`config.mk`:
```
export PLATFORM = sky130hd
export DESIGN_NAME = sram_sp_arbiter
export DESIGN_NICKNAME = d
export VERILOG_FILES = /design/src/rtl/sram_arb_pkg.sv /design/src/rtl/sram_rr_arb2.sv /design/src/rtl/sram_sp_arbiter.sv
export SDC_FILE = /design/constraint.sdc
export NUM_CORES = 1
export LEC_CHECK = 0
export BUFFER_PORTS_ARGS = -buffer_cell sky130_fd_sc_hd__buf_2
export CAP_MARGIN = 20
export CORE_AREA = 4 4 162 164
export DETAILED_ROUTE_END_ITERATION = 8
export DIE_AREA = 0 0 166 168
export HOLD_SLACK_MARGIN = 0.15
export SETUP_SLACK_MARGIN = 0.02
export SYNTH_ARGS = -nofsm -noshare
export SYNTH_HDL_FRONTEND = slang
export SYNTH_HIERARCHICAL = 1
export SYNTH_SLANG_ARGS = --single-unit
```
`constraint.sdc`:
```
create_clock -name clock -period 2.55 [get_ports clock]
set_input_delay 0.255 -clock clock [delete_from_list [all_inputs] [get_ports clock]]
set_output_delay 0.255 -clock clock [all_outputs]
set_load 0.1 [all_outputs]
```
`src/rtl/sram_arb_pkg.sv`:
```
// Shared widths, request payload and init-sequencer states for the SRAM arbiter.
package sram_arb_pkg;

  localparam int unsigned SRAM_ADDR_W = 7;
  localparam int unsigned SRAM_DATA_W = 64;
  localparam int unsigned SRAM_DEPTH  = 128;

  typedef struct packed {
    logic                   wen;
    logic [SRAM_ADDR_W-1:0] addr;
    logic [SRAM_DATA_W-1:0] wdata;
  } req_t;

  typedef enum logic {
    INIT = 1'b0,
    RUN  = 1'b1
  } arb_state_e;

endpackage

```
`src/rtl/sram_rr_arb2.sv`:
```
// Two-way round-robin grant; the pointer remembers the last granted port.
module sram_rr_arb2 (
  input  logic       clock,
  input  logic       reset_n,
  input  logic [1:0] req,
  output logic [1:0] grant
);

  logic last_q;

  always_comb begin
    grant = 2'b00;
    if (req == 2'b11) begin
      grant = last_q ? 2'b01 : 2'b10;
    end else begin
      grant = req;
    end
  end

  // Reset to 1 so port 0 wins the first contended cycle.
  always_ff @(posedge clock) begin
    if (!reset_n) begin
      last_q <= 1'b1;
    end else if (|grant) begin
      last_q <= grant[1];
    end
  end

endmodule

```
`src/rtl/sram_sp_arbiter.sv`:
```
// Two-port round-robin front end for a single-port 1-cycle-latency SRAM macro.
// Optional SRAM_ARB_INIT_EN: post-reset sequencer fills every word with INIT_VALUE.
module sram_sp_arbiter
  import sram_arb_pkg::*;
#(
  parameter int unsigned ADDR_W = SRAM_ADDR_W,
  parameter int unsigned DATA_W = SRAM_DATA_W
`ifdef SRAM_ARB_INIT_EN
  ,
  parameter int unsigned        DEPTH      = SRAM_DEPTH,
  parameter logic [DATA_W-1:0]  INIT_VALUE = '0
`endif
) (
  input  logic              clock,
  input  logic              reset_n,
  input  logic [1:0]        req_valid,
  output logic [1:0]        req_ready,
  input  logic [1:0]        req_wen,
  input  logic [ADDR_W-1:0] req_addr0,
  input  logic [ADDR_W-1:0] req_addr1,
  input  logic [DATA_W-1:0] req_wdata0,
  input  logic [DATA_W-1:0] req_wdata1,
  output logic [1:0]        resp_valid,
  input  logic [1:0]        resp_ready,
  output logic [DATA_W-1:0] resp_rdata0,
  output logic [DATA_W-1:0] resp_rdata1,
  output logic              init_done,
  output logic              sram_ceb,
  output logic              sram_web,
  output logic [ADDR_W-1:0] sram_a,
  output logic [DATA_W-1:0] sram_d,
  input  logic [DATA_W-1:0] sram_q
);

  logic [1:0] elig;
  logic [1:0] grant;
  logic [1:0] inflight;
  logic       any_grant;
  logic       init_wr_c;
  req_t       req0;
  req_t       req1;
  req_t       sel;

`ifdef SRAM_ARB_INIT_EN
  arb_state_e        state_q, state_d;
  logic [ADDR_W-1:0] cnt_q, cnt_d;

  always_ff @(posedge clock) begin
    if (!reset_n) begin
      state_q <= INIT;
      cnt_q   <= '0;
    end else begin
      state_q <= state_d;
      cnt_q   <= cnt_d;
    end
  end

  // One init write per cycle; leave INIT after the last word.
  always_comb begin
    state_d   = state_q;
    cnt_d     = cnt_q;
    init_wr_c = 1'b0;
    if (state_q == INIT) begin
      init_wr_c = reset_n;
      cnt_d     = cnt_q + ADDR_W'(1);
      if (cnt_q == ADDR_W'(DEPTH - 1)) begin
        state_d = RUN;
      end
    end
  end

  assign init_done = (state_q == RUN);
`else
  assign init_wr_c = 1'b0;
  assign init_done = 1'b1;
`endif

  // Reads also need a free response slot; writes produce no response.
  assign elig[0] = req_valid[0] & init_done & reset_n & ~inflight[0] &
                   (req_wen[0] | ~resp_valid[0] | resp_ready[0]);
  assign elig[1] = req_valid[1] & init_done & reset_n & ~inflight[1] &
                   (req_wen[1] | ~resp_valid[1] | resp_ready[1]);

  sram_rr_arb2 u_arb (
    .clock   (clock),
    .reset_n (reset_n),
    .req     (elig),
    .grant   (grant)
  );

  assign req_ready = grant;
  assign any_grant = |grant;

  assign req0 = '{wen: req_wen[0], addr: SRAM_ADDR_W'(req_addr0), wdata: SRAM_DATA_W'(req_wdata0)};
  assign req1 = '{wen: req_wen[1], addr: SRAM_ADDR_W'(req_addr1), wdata: SRAM_DATA_W'(req_wdata1)};
  assign sel  = grant[1] ? req1 : req0;

  always_comb begin
    sram_ceb = ~any_grant;
    sram_web = ~(any_grant & sel.wen);
    sram_a   = ADDR_W'(sel.addr);
    sram_d   = DATA_W'(sel.wdata);
`ifdef SRAM_ARB_INIT_EN
    if (init_wr_c) begin
      sram_ceb = 1'b0;
      sram_web = 1'b0;
      sram_a   = cnt_q;
      sram_d   = INIT_VALUE;
    end
`else
    if (init_wr_c) begin
      sram_ceb = 1'b0;
    end
`endif
  end

  // Q is only valid the cycle after a read, so capture it exactly then.
  always_ff @(posedge clock) begin
    if (!reset_n) begin
      inflight    <= 2'b00;
      resp_valid  <= 2'b00;
      resp_rdata0 <= '0;
      resp_rdata1 <= '0;
    end else begin
      inflight <= grant & ~req_wen;
      if (inflight[0]) begin
        resp_valid[0] <= 1'b1;
        resp_rdata0   <= sram_q;
      end else if (resp_ready[0]) begin
        resp_valid[0] <= 1'b0;
      end
      if (inflight[1]) begin
        resp_valid[1] <= 1'b1;
        resp_rdata1   <= sram_q;
      end else if (resp_ready[1]) begin
        resp_valid[1] <= 1'b0;
      end
    end
  end

endmodule

```
==> run_results.csv <==
group,metric,value,unit
worst_hold_path,hold_path.startpoint,"resp_ready[0]",
floorplanning,rows,58,
worst_setup_path,crit_arrival,2.20,ns
floorplanning,pin_count,420,
layout,fin_util,45.2,%
routing,drc,0,
routing,drtAntennaViolNets,0,
timing,finalCritPeriodShare,96.3,%
worst_setup_path,setup.worst_path.class,"register to output pin",
cts,clockBufferDepth,2,
routing,drtIter0Drc,200,
global_routing,grt_pass1_wl,35400,um
timing,fin_skew,0.00489,ns
global_routing,antenna_found_initial,5,
routing,first_pass_iters,4,
global_routing,track_usage,16.5,%
layout,finish.net_count,1220,
place,post-dp-hpwl,18200,um
synthesis,synth-seq-cells,133,
floorplanning,initial_utilization,24.3,%
routing,vias,5623,
flow_run,maxCapViolations,0,
worst_hold_path,min_to,"resp_valid[0]$_SDFFE_PN0P_",
routing,via_per_inst,4.17,
synthesis,yosysSeqAreaShare,44.0,%
timing,tightest_slew,0.869,ns
floorplanning,dieArea,27900,um^2
floorplanning,core,24900,um^2
cts,cts_sinks,133,
cts,numCtsBuffers,17,
worst_setup_path,startpoint_type,"register",
synthesis,synth.distinct_cells,24,
timing,fmax,407,MHz
floorplanning,die_h,168,um
synthesis,syn_avg_cell_area,11.6,um^2
run_status,outcome,"finished, final reports clean",
pwr,p_leak,5.02,nW
layout,drive_above_1_share,54.4,%
pwr,ir_drop,382,uV
synthesis,syn_nets,735,
global_routing,grt_start_max_net_pins,80,
timing,hold_viol_final,0,
synthesis,synth_warnings,6,
timing,relSlewSlack,42.0,%
global_routing,grt_pass1_vias,5931,
worst_hold_path,min_path_type,"input port to register",
layout,synthToLayoutAreaGrowth,85.7,%
place,gp_congestion,0.835,
pwr,power_density,633,nW/um^2
worst_setup_path,r2r_cells,4,
routing,wl_per_cell,17.9,um
synthesis,synth_area,6060,um^2
worst_setup_path,required,2.30,ns
cts,clk_pin_slew,0.06,ns
worst_setup_path,max_stage_delay,0.36,ns
timing,report.final.slew_viol_count,0,
worst_setup_path,r2r_setup_slack,0.56,ns
worst_setup_path,r2r-start,"inflight[1]$_SDFF_PN0_",
synthesis,synthCells,521,
worst_setup_path,cp_max_fo,5,
timing,setup_viol,0,
timing,hold_ws,0.178,ns
worst_setup_path,r2r_end,"resp_rdata1[56]$_SDFFE_PN0P_",
floorplanning,chipWidth,166,um
timing,finalCriticalPeriod,2.46,ns
timing,rsz0062_at_grt,"true",
worst_setup_path,critPathSlowestCell,"mux2_2",
worst_setup_path,crit_chain,"nor2b_4 -> a211oi_4 -> nor2b_4 -> buf_6 -> buf_12 -> mux2_2 -> buf_12",
worst_setup_path,critPathCaptureType,"output pin",
worst_hold_path,min_path_cells,3,
place,io_buffers,418,
cts,clkLatencyLatePin,0.41,ns
routing,wirelength,24200,um
cts,cts_tree,"built",
cts,cts-root-buf,"clkbuf_16",
cts,h-tree-depth,4,
global_routing,grt.overflow.total,0,
worst max-delay path: cells and delay by family, from the launching register on:
kind	cells	cell delay [ns]
AO/OA/AOI/OAI	1	0.21
buffers and inverters	3	0.47
flip-flops	1	0.34
multiplexers	1	0.36
AND/OR/NAND/NOR	2	0.42
state kept, by name, summed over array words and instances, names as in the netlist:
signal,flops
u_arb/last_q,1
resp_valid,2
resp_rdata1,64
inflight,2
resp_rdata0,64
routing by layer:
| layer | vias to the layer above | GRT usage [%] | wire, um |
|---|---|---|---|
| li1 | 2736 | - | - |
| met1 | 2583 | 16.4 | 8640 |
| met2 | 262 | 30.9 | 12700 |
| met3 | 38 | 6.64 | 2110 |
| met4 | 4 | 6.10 | 728 |
| met5 | - | 0 | 27 |
layout by cell type (no fill, tap or decap), types with 2 or more instances in the layout:
master	n
dfxtp_1	129
clkinv_2	2
nor2b_1	128
nand2_1	2
clkbuf_8	3
inv_1	3
dlygate4sd3_1	66
buf_4	10
mux2_4	64
mux2i_1	128
buf_6	2
buf_16	3
bufinv_16	5
and3_1	2
clkbuf_16	21
o21a_1	2
buf_12	77
nor2b_4	3
clkinvlp_4	2
mux2_2	7
dfxtp_4	4
buf_2	343
diode_2	2
power breakdown:
group	total, mW	internal (mW)	switching [mW]
sequential	2.14	2.12	0.0213
combinational	2.27	0.851	1.42
clock	2.70	1.80	0.902
repair_timing:
action	CTS	global route
gates resized for setup	6	4
hold buffers	66	0
gates cloned	3	4
pin swaps	3	0
endpoints found under the setup margin	48	38
setup buffers	4	2
hold endpoints to repair	126	0
cell families after synthesis:
logic type	after synthesis	share of synthesized area, %
DFF	133	44.0
AOI/OAI and AO/OA	7	0.847
muxes	199	34.4
other	1	0.0619
buffers and inverters	42	6.47
and+or+nand+nor	139	14.3
area by class of cell:
| type | count | area (um^2) |
|---|---|---|
| Multi-Input combinational cell | 346 | 3300 |
| Antenna cell | 2 | 5.00 |
| Clock buffer | 21 | 470 |
| Clock inverter | 9 | 175 |
| Timing Repair Buffer | 505 | 4200 |
| Inverter | 3 | 11.3 |
| Fill cell | 2319 | 13600 |
| Tap cell | 330 | 413 |
| Sequential cell | 133 | 2680 |
metrics by stage:
stage | cells | setup slack [ns] | total power [mW] | TNS (ns) | instance area, um^2
finish | 1349 | 0.0934 | 7.12 | 0 | 11200
global route | 1348 | -0.0132 | 7.34 | -0.0311 | 11200
CTS | 1341 | 0.0216 | 7.18 | 0 | 11100
detailed placement | 1238 | 0.207 | 4.33 | 0 | 9670
global placement | 1238 | 0.243 | 4.32 | 0 | 9670
floorplan | 521 | -0.176 | 3.61 | -3.38 | 6360
how the worst max path moves through the flow:
stage / start / to / slack [ns] / cells past startpoint
after floorplan: inflight[1]$_SDFF_PN0_ / sram_web / -0.18 / 8
after global placement: reset_n / sram_d[21] / 0.24 / 7
after detailed placement: reset_n / sram_d[21] / 0.21 / 7
after CTS: resp_valid[1]$_SDFFE_PN0P_ / sram_a[6] / 0.02 / 7
after global routing: resp_valid[1]$_SDFFE_PN0P_ / sram_d[1] / -0.01 / 7
final: resp_valid[1]$_SDFFE_PN0P_ / sram_a[6] / 0.09 / 7
synthesized netlist by cell type:
cell	count	area share, %
conb_1	1	0.062
buf_4	9	1.1
nor2_1	2	0.12
buf_2	8	0.66
and2_4	1	0.14
and3_1	2	0.21
o21a_1	2	0.25
mux2_2	67	12
dfxtp_1	133	44
and3b_1	1	0.14
inv_1	3	0.19
a211oi_1	2	0.25
a21boi_0	1	0.12
clkbuf_1	7	0.43
nor2b_2	1	0.14
a21oi_1	1	0.083
nor2b_1	130	13
nand2_1	2	0.12
buf_12	8	2.6
buf_8	2	0.50
mux2i_1	128	21
buf_6	5	0.93
mux2_1	4	0.74
o21ai_2	1	0.14
Note: power is estimated with default switching activity, not from simulation.
